`config.mk`:
```
export PLATFORM = sky130hd
export DESIGN_NAME = mem_stage
export DESIGN_NICKNAME = d
export VERILOG_FILES = /design/src/rtl/mem_stage_pkg.sv /design/src/rtl/mem_stage_mem_access_fsm.sv /design/src/rtl/mem_stage.sv
export SDC_FILE = /design/constraint.sdc
export NUM_CORES = 1
export LEC_CHECK = 0
export CAP_MARGIN = 20
export CORE_MARGIN = 2
export CORE_UTILIZATION = 30
export CTS_BUF_LIST = sky130_fd_sc_hd__clkbuf_4 sky130_fd_sc_hd__clkbuf_8
export DETAILED_ROUTE_END_ITERATION = 10
export HOLD_SLACK_MARGIN = 0.12
export SYNTH_ARGS = -nofsm -noshare
export SYNTH_HDL_FRONTEND = slang
export SYNTH_SLANG_ARGS = --single-unit
export TNS_END_PERCENT = 10
```
`constraint.sdc`:
```
create_clock -name clk -period 12.15 [get_ports clk]
set_input_delay 2.43 -clock clk [delete_from_list [all_inputs] [get_ports clk]]
set_output_delay 2.43 -clock clk [all_outputs]
set_load 0.05 [all_outputs]
```
`src/rtl/mem_stage_pkg.sv`:
```
// mem_stage_pkg: shared definitions for the memory stage of the 5-stage
// pipeline.
//   - default datapath, register-index and address widths
//   - FSM state enum for the data-memory access sequencer (IDLE, WAIT)
//   - EX/MEM and MEM/WB pipeline-register bundles
//   - is_memop(): does the instruction held in M touch data memory
`timescale 1ns/1ps

package mem_stage_pkg;

  localparam int DATA_W_DEF      = 32;
  localparam int REG_ADDR_W_DEF  = 5;
  localparam int ADDR_W_DEF      = 32;
  localparam int TIMEOUT_CYC_DEF = 255;

  typedef enum logic {
    IDLE = 1'b0,
    WAIT = 1'b1
  } mem_state_e;

  // Contents of the EX/MEM register. Control bits are stored raw; the M-stage
  // outputs are qualified by valid.
  typedef struct packed {
    logic                      valid;
    logic                      reg_wr;
    logic                      mem_wr;
    logic                      mem_rd;
    logic                      mem_to_reg;
    logic [REG_ADDR_W_DEF-1:0] rd;
    logic [REG_ADDR_W_DEF-1:0] rb;
    logic [DATA_W_DEF-1:0]     alu_out;
    logic [DATA_W_DEF-1:0]     store_data;
  } ex_mem_t;

  // Contents of the MEM/WB register.
  typedef struct packed {
    logic                      reg_wr;
    logic [REG_ADDR_W_DEF-1:0] rd;
    logic [DATA_W_DEF-1:0]     bus_w;
  } mem_wb_t;

  function automatic logic is_memop(input logic valid, input logic mem_wr,
                                    input logic mem_rd);
    return valid & (mem_wr | mem_rd);
  endfunction

endpackage

```
`src/rtl/mem_stage_mem_access_fsm.sv`:
```
// mem_access_fsm: data-memory req/ack sequencer for the memory stage.
// Owns the access state, the captured store data (wdata_q), the optional
// timeout counter, dm_req and the stall request.
//
// Ports:
//   clk, rst        clock, asynchronous active-high reset
//   memop           the M-stage instruction is a valid load or store
//   dm_ack          memory completes the access this cycle
//   wdata_idle      store data selected in the first cycle of an access
//   dm_req          memory request (combinational from memop)
//   mem_stall       freeze upstream stages and the EX/MEM register
//   access_timeout  access is being completed by timeout (load data -> 0)
//   dm_wdata        store data presented to memory
//   mem_err         sticky timeout flag (only with MEM_TIMEOUT_EN)
//
// Build option: define MEM_TIMEOUT_EN to complete an access on its own after
// TIMEOUT_CYC WAIT cycles without dm_ack. Undefined, WAIT lasts until dm_ack.
`timescale 1ns/1ps

module mem_access_fsm
  import mem_stage_pkg::*;
#(
  parameter int DATA_W      = DATA_W_DEF,
  parameter int TIMEOUT_CYC = TIMEOUT_CYC_DEF
) (
  input  logic              clk,
  input  logic              rst,
  input  logic              memop,
  input  logic              dm_ack,
  input  logic [DATA_W-1:0] wdata_idle,
  output logic              dm_req,
  output logic              mem_stall,
  output logic              access_timeout,
  output logic [DATA_W-1:0] dm_wdata
`ifdef MEM_TIMEOUT_EN
  ,
  output logic              mem_err
`endif
);

  mem_state_e        state_q, state_d;
  logic [DATA_W-1:0] wdata_q, wdata_d;
  logic              ack_eff;

`ifdef MEM_TIMEOUT_EN
  localparam int CNT_W = ($clog2(TIMEOUT_CYC + 1) > 8) ? $clog2(TIMEOUT_CYC + 1) : 8;

  logic [CNT_W-1:0] cnt_q, cnt_d;
  logic             mem_err_q, mem_err_d;

  // cnt_q counts completed WAIT cycles, so the TIMEOUT_CYC-th WAIT cycle is
  // the one that finishes the access.
  assign access_timeout = (state_q == WAIT) && !dm_ack &&
                          (cnt_q == CNT_W'(TIMEOUT_CYC - 1));
  assign mem_err        = mem_err_q;
`else
  assign access_timeout = 1'b0;
`endif

  assign ack_eff   = dm_ack | access_timeout;
  assign dm_req    = memop;
  // A same-cycle ack costs no stall cycle.
  assign mem_stall = memop & ~ack_eff;
  // WB bubbles once we stall, so a forwarded BusW_WB value is only trustworthy
  // in the first cycle; from WAIT on the captured copy is driven.
  assign dm_wdata  = (state_q == WAIT) ? wdata_q : wdata_idle;

  // NOTE: every always_comb target gets a default first, so no path can leave
  // it unassigned and infer a latch.
  always_comb begin
    state_d = state_q;
    wdata_d = wdata_q;
    case (state_q)
      IDLE: begin
        if (memop && !ack_eff) begin
          state_d = WAIT;
          wdata_d = wdata_idle;
        end
      end
      WAIT: begin
        if (ack_eff) state_d = IDLE;
      end
      default: state_d = IDLE;
    endcase
  end

`ifdef MEM_TIMEOUT_EN
  always_comb begin
    cnt_d     = (state_q == WAIT && !ack_eff) ? cnt_q + 1'b1 : '0;
    mem_err_d = mem_err_q | access_timeout;
  end
`endif

  // NOTE: sequential state uses non-blocking assignments only, so every flop
  // samples its pre-edge inputs regardless of block ordering.
  always_ff @(posedge clk or posedge rst) begin
    if (rst) begin
      state_q   <= IDLE;
      wdata_q   <= '0;
`ifdef MEM_TIMEOUT_EN
      cnt_q     <= '0;
      mem_err_q <= 1'b0;
`endif
    end else begin
      state_q   <= state_d;
      wdata_q   <= wdata_d;
`ifdef MEM_TIMEOUT_EN
      cnt_q     <= cnt_d;
      mem_err_q <= mem_err_d;
`endif
    end
  end

endmodule

```
`src/rtl/mem_stage.sv`:
```
// mem_stage: memory stage of the 5-stage pipeline. Holds the EX/MEM and
// MEM/WB registers and sequences data-memory accesses through mem_access_fsm.
//
// Ports:
//   clk, rst                 clock, asynchronous active-high reset
//   Valid_EX..BusB_EX        EX-stage instruction fields
//   DiSrc                    replace store data with BusW_WB (WB forwarding)
//   RegWr_M, MemWr_M         M-stage control, qualified by valid
//   Rd_M, Rb_M, ALUout_M     M-stage indices / ALU result (forward sources)
//   RegWr_WB, Rd_WB, BusW_WB MEM/WB register (forward source, writeback)
//   MemStall                 freeze IF/ID/EX while an access is pending
//   dm_req/dm_we/dm_addr/dm_wdata, dm_ack/dm_rdata  data-memory handshake
//   MemErr                   sticky timeout flag (only with MEM_TIMEOUT_EN)
//
// Build option: MEM_TIMEOUT_EN enables the access timeout and the MemErr port.
// The pipeline bundles come from mem_stage_pkg, so DATA_W and REG_ADDR_W are
// expected to stay at the package widths; ADDR_W may be narrower than DATA_W.
`timescale 1ns/1ps

module mem_stage
  import mem_stage_pkg::*;
#(
  parameter int DATA_W      = DATA_W_DEF,
  parameter int REG_ADDR_W  = REG_ADDR_W_DEF,
  parameter int ADDR_W      = ADDR_W_DEF,
  parameter int TIMEOUT_CYC = TIMEOUT_CYC_DEF
) (
  input  logic                  clk,
  input  logic                  rst,
  input  logic                  Valid_EX,
  input  logic                  RegWr_EX,
  input  logic                  MemWr_EX,
  input  logic                  MemRd_EX,
  input  logic                  MemtoReg_EX,
  input  logic [REG_ADDR_W-1:0] Rd_EX,
  input  logic [REG_ADDR_W-1:0] Rb_EX,
  input  logic [DATA_W-1:0]     ALUout_EX,
  input  logic [DATA_W-1:0]     BusB_EX,
  input  logic                  DiSrc,
  output logic                  RegWr_M,
  output logic                  MemWr_M,
  output logic [REG_ADDR_W-1:0] Rd_M,
  output logic [REG_ADDR_W-1:0] Rb_M,
  output logic [DATA_W-1:0]     ALUout_M,
  output logic                  RegWr_WB,
  output logic [REG_ADDR_W-1:0] Rd_WB,
  output logic [DATA_W-1:0]     BusW_WB,
  output logic                  MemStall,
  output logic                  dm_req,
  output logic                  dm_we,
  output logic [ADDR_W-1:0]     dm_addr,
  output logic [DATA_W-1:0]     dm_wdata,
  input  logic                  dm_ack,
  input  logic [DATA_W-1:0]     dm_rdata
`ifdef MEM_TIMEOUT_EN
  ,
  output logic                  MemErr
`endif
);

  ex_mem_t           ex_mem_q, ex_mem_d;
  mem_wb_t           mem_wb_q, mem_wb_d;
  logic              memop_m;
  logic              access_timeout;
  logic [DATA_W-1:0] wdata_idle;
  logic [DATA_W-1:0] rdata_eff;

  assign memop_m    = is_memop(ex_mem_q.valid, ex_mem_q.mem_wr, ex_mem_q.mem_rd);

  assign RegWr_M    = ex_mem_q.valid & ex_mem_q.reg_wr;
  assign MemWr_M    = ex_mem_q.valid & ex_mem_q.mem_wr;
  assign Rd_M       = ex_mem_q.rd;
  assign Rb_M       = ex_mem_q.rb;
  assign ALUout_M   = ex_mem_q.alu_out;

  assign RegWr_WB   = mem_wb_q.reg_wr;
  assign Rd_WB      = mem_wb_q.rd;
  assign BusW_WB    = mem_wb_q.bus_w;

  assign dm_we      = MemWr_M;
  assign dm_addr    = ex_mem_q.alu_out[ADDR_W-1:0];
  assign wdata_idle = DiSrc ? mem_wb_q.bus_w : ex_mem_q.store_data;
  // A timed-out load returns zero rather than whatever is on the bus.
  assign rdata_eff  = access_timeout ? '0 : dm_rdata;

  mem_access_fsm #(
    .DATA_W      (DATA_W),
    .TIMEOUT_CYC (TIMEOUT_CYC)
  ) u_fsm (
    .clk            (clk),
    .rst            (rst),
    .memop          (memop_m),
    .dm_ack         (dm_ack),
    .wdata_idle     (wdata_idle),
    .dm_req         (dm_req),
    .mem_stall      (MemStall),
    .access_timeout (access_timeout),
    .dm_wdata       (dm_wdata)
`ifdef MEM_TIMEOUT_EN
    ,
    .mem_err        (MemErr)
`endif
  );

  always_comb begin
    ex_mem_d = ex_mem_q;
    mem_wb_d = mem_wb_q;
    if (MemStall) begin
      // EX/MEM holds; WB receives a bubble but keeps its data and index.
      mem_wb_d.reg_wr = 1'b0;
    end else begin
      ex_mem_d.valid      = Valid_EX;
      ex_mem_d.reg_wr     = RegWr_EX;
      ex_mem_d.mem_wr     = MemWr_EX;
      ex_mem_d.mem_rd     = MemRd_EX;
      ex_mem_d.mem_to_reg = MemtoReg_EX;
      ex_mem_d.rd         = Rd_EX;
      ex_mem_d.rb         = Rb_EX;
      ex_mem_d.alu_out    = ALUout_EX;
      ex_mem_d.store_data = BusB_EX;

      mem_wb_d.reg_wr = RegWr_M;
      mem_wb_d.rd     = ex_mem_q.rd;
      mem_wb_d.bus_w  = (ex_mem_q.mem_to_reg & ex_mem_q.mem_rd) ? rdata_eff
                                                                : ex_mem_q.alu_out;
    end
  end

  // NOTE: both pipeline registers are plain flops (no storage arrays), so all
  // of them are cleared by reset and no X can leak into forwarding.
  always_ff @(posedge clk or posedge rst) begin
    if (rst) begin
      ex_mem_q <= '0;
      mem_wb_q <= '0;
    end else begin
      ex_mem_q <= ex_mem_d;
      mem_wb_q <= mem_wb_d;
    end
  end

endmodule

```
Word-level counts from Yosys, hierarchy flattened
Index checks and enable logic that the tools add are counted.
{"block": "totals", "regBits": 150, "out_inout_bits": 149}
{"block": "classes", "muxes": 7, "bitwise": 8, "n_reduce_logical": 3}
{"cell": "2-to-1 mux 32 bit", "count": 3}
{"cell": "AND 1 bit", "count": 5}
{"cell": "2-to-1 mux 1 bit", "count": 3}
{"cell": "NOT 1 bit", "count": 2}
{"cell": "case mux 1 bit (2 select lines)", "count": 1}
{"cell": "AND reduction 2 bit", "count": 1}
{"cell": "logical AND 1 bit", "count": 1}
{"cell": "zero test 1 bit", "count": 1}
{"cell": "bitwise OR 1 bit", "count": 1}

Depth between registers and ports, before layout
{"block": "logic_depth", "word_depth": 5, "depth_mapped": 6, "mapped_depth_nobuf": 3}

Cells and area by module
From an unflattened synthesis, not the netlist that was laid out.
{"block": "unflattened", "cells_unflattened": 515, "area_unflattened_um2": 7193.1}
{"module": "mem_stage", "n_inst": 1, "cells_per_inst": 403, "area_each_um2": 5531.6}
{"module": "mem_access_fsm", "n_inst": 1, "cells_per_inst": 112, "area_each_um2": 1661.6}

Least setup slack after synthesis
No wires, ideal clock.
{"block": "synth_timing", "path_type": "input to output", "from": "in DiSrc", "to": "out dm_wdata[0]", "arrival_ps": 3548, "path_slack_ps": 6172, "path_stages": 4, "n_path_buf": 2, "path_cell_list": "clkbuf_1 -> buf_2 -> mux2_2 -> mux2_2"}
{"block": "synth_via", "elab_chain_cells": 2}
{"element": "start: declaration", "line_no": "mem_stage.sv:39", "source": "input logic DiSrc,"}
{"element": "2-to-1 mux 32 bit", "line_no": "mem_stage.sv:82", "source": "assign wdata_idle = DiSrc ? mem_wb_q.bus_w : ex_mem_q.store_data;"}
{"element": "2-to-1 mux 32 bit", "line_no": "mem_stage_mem_access_fsm.sv:66", "source": "assign dm_wdata = (state_q == WAIT) ? wdata_q : wdata_idle;"}
{"element": "end: declaration", "line_no": "mem_stage.sv:52", "source": "output logic [DATA_W-1:0] dm_wdata,"}
No other way between the ends.

Worst setup path in the final report
{"block": "layout_timing", "from": "in DiSrc", "to": "out dm_wdata[15]"}
Same word-level chain as after synthesis.

==> results.toml <==
[status]
status = "complete, no violations"

[pwr]
max-vdd-ir-drop_mv = 0.07395
cellPowerDensity_nw_per_um2 = 182.2
leakagePower_nw = 4.141
p_total_mw = 1.863

[finish]
final_core_util_pct = 41.80
diodes = 0
syn2layout_area_growth_pct = 35.97
drive_gt1_share_pct = 39.09
multi_input_area_um2 = 2963
regArea_um2 = 3755
mostFrequentLayoutCell = "clkdlybuf4s50_1"
layout_common_cells = "clkdlybuf4s50_1 (262), mux2_2 (196), dfrtp_1 (149), mux2_4 (37), clkbuf_8 (17)"
finalNetCount = 808
n_fill_cell = 2237

[job]
maxCapViolCount = 0

[worst_setup_path]
cp-end-kind = "output pin"
worstPathCellList = "buf_2 -> mux2_2 -> mux2_2 -> clkdlybuf4s50_1"
crit_top_cell = "mux2_2"
slowest_delay_ns = 0.70
cp_slowest_cell = "clkdlybuf4s50_1"
critPathMaxFanout = 32
crit_type = "in -> out"
ff2ff_path_depth = 5
cp.arrival_ns = 4.56
required_ns = 9.72
worstSetupStartpointType = "input port"

[floorplanning]
fp.dieH_um = 162.3
core_um2 = 24460
die_area_um2 = 26350
ios = 264
rows = 57
die_width_um = 162.3
initial_core_util_pct = 30.75

[sta]
drv_slew = 0
rsz0062_at_grt = "false"
tns_ns = 0
hold_viol_final = 0
fmax_mhz = 143.1
finalClockSkew_ns = 0.01324
timing.final.crit_share_pct = 57.50
relSlewSlack_pct = 32.89
finalSetupViolations = 0
holdWs_ns = 0.5048
period_needed_ns = 6.987
tightest_slew_ns = 1.007

[routing]
antenna_left = 0
dr.first_iter.drc_count = 114
drt-total-wl_mm = 18.01
wl_per_cell_um = 17.48
firstDrtPassIters = 4
viasPerCell = 4.403
drc = 0
num_vias = 4535

[clock_tree]
cts_root_buffer = "clkbuf_8"
cts_buffers = 17
cts_resized = 0
clkTransAtPathRegs_ns = 0.08
htreeDepth = 4
cts_sinks = 150
cts_setup_buffers = 0
clk_path_buf_depth = 2
cts_tree = "built"
clk_latency_ns = 0.44
hold_buffers = 0

[synthesis]
synth_warnings = 0
synthDistinctLibCells = 19
synth-seq-area-share_pct = 49.91
syn_area_um2 = 7521
ys_ff_latch = 150
syn_inst = 510
synth_fp_nets = 625
syn_area_per_cell_um2 = 14.75

[global_route]
grt_max_degree = 83
grt_overflow = 0
grt_pass1_wl_mm = 28.24
track_usage_pct = 13.72
grt_pass1_vias = 4979
antenna_found_initial = 0

[placement]
dp_hpwl_mm = 12.14
place.gp.congestion = 0.7312
io_buffers = 263

[worst_hold_path]
min_delay_path_depth = 1
hold_path_class = "reg -> reg"
==> synth_stat cells, drive strengths merged <==
library cell,count,share of area [%]
nor2b,2,0.27
and2,2,0.17
clkbuf,4,0.20
dfrtp,150,50
nand2,4,0.23
inv,1,0.050
buf,98,11
or2,1,0.083
o21a,2,0.20
nor2,3,0.15
mux2,241,38
a22o,2,0.23
==> registers in the layout, indices dropped and copies added, names as in the netlist <==
signal	count
ALUout_M	32
BusW_WB	32
Rb_M	5
Rd_M	5
Rd_WB	5
RegWr_WB	1
ex_mem_q	37
u_fsm.state_q	1
u_fsm.wdata_q	32
==> worst paths after layout <==
check / start / end / slack (ns)
setup / recovery: DiSrc / dm_wdata[15] / 5.16
min in group asynchronous: rst / ALUout_M[25] / 2.50
hold / removal: ex_mem_q[25] / ex_mem_q[25] / 0.50
max in group asynchronous: rst / u_fsm.state_q / 8.12
hold reg to reg: ex_mem_q[25] / ex_mem_q[25] / 0.50
setup reg to reg: ex_mem_q[78] / ALUout_M[19] / 9.24
==> worst max-delay path, delay by kind of cell <==
kind | cells | cell delay [ns]
muxes | 2 | 0.71
buffers and inverters | 2 | 1.39
==> final cells by class <==
| cell class | instances | share of cell area [%] |
|---|---|---|
| Clock buffer | 19 | 2.435 |
| Clock inverter | 13 | 1.909 |
| Inverter | 1 | 0.08565 |
| Multi-Input combinational cell | 257 | 28.97 |
| Sequential cell | 150 | 36.72 |
| Tap cell | 324 | 3.964 |
| Timing Repair Buffer | 266 | 25.91 |
==> through the flow <==
step                cell area [µm²]  setup slack, ns  instances
floorplan                      7521            5.684        510
global placement               9782            5.125        998
detailed placement             9782            5.135        998
CTS                           10230            5.126       1030
global route                  10230            5.055       1030
finish                        10230            5.163       1030
==> kinds of logic after synthesis <==
family          after synthesis  share of synthesized area, %
flops                       150                         49.91
mux                         241                         37.93
compound gates                4                        0.4325
buf+inv                     103                         10.83
simple gates                 12                        0.8984
==> power breakdown <==
part,internal [mW],switching [mW],total [mW],leakage [nW]
clock,0.232,0.208,0.440,0.220
sequential,0.595,0.0677,0.663,1.75
combinational,0.322,0.438,0.759,2.17
total,1.15,0.713,1.86,4.14
==> metal layers <==
layer | share of wire [%] | track usage (%)
met1 | 43 | 16.58
met2 | 49 | 23.68
met3 | 7.1 | 4.278
met4 | 0.88 | 3.781
met5 | 0 | 0
Power figures use the tool's default switching activity.
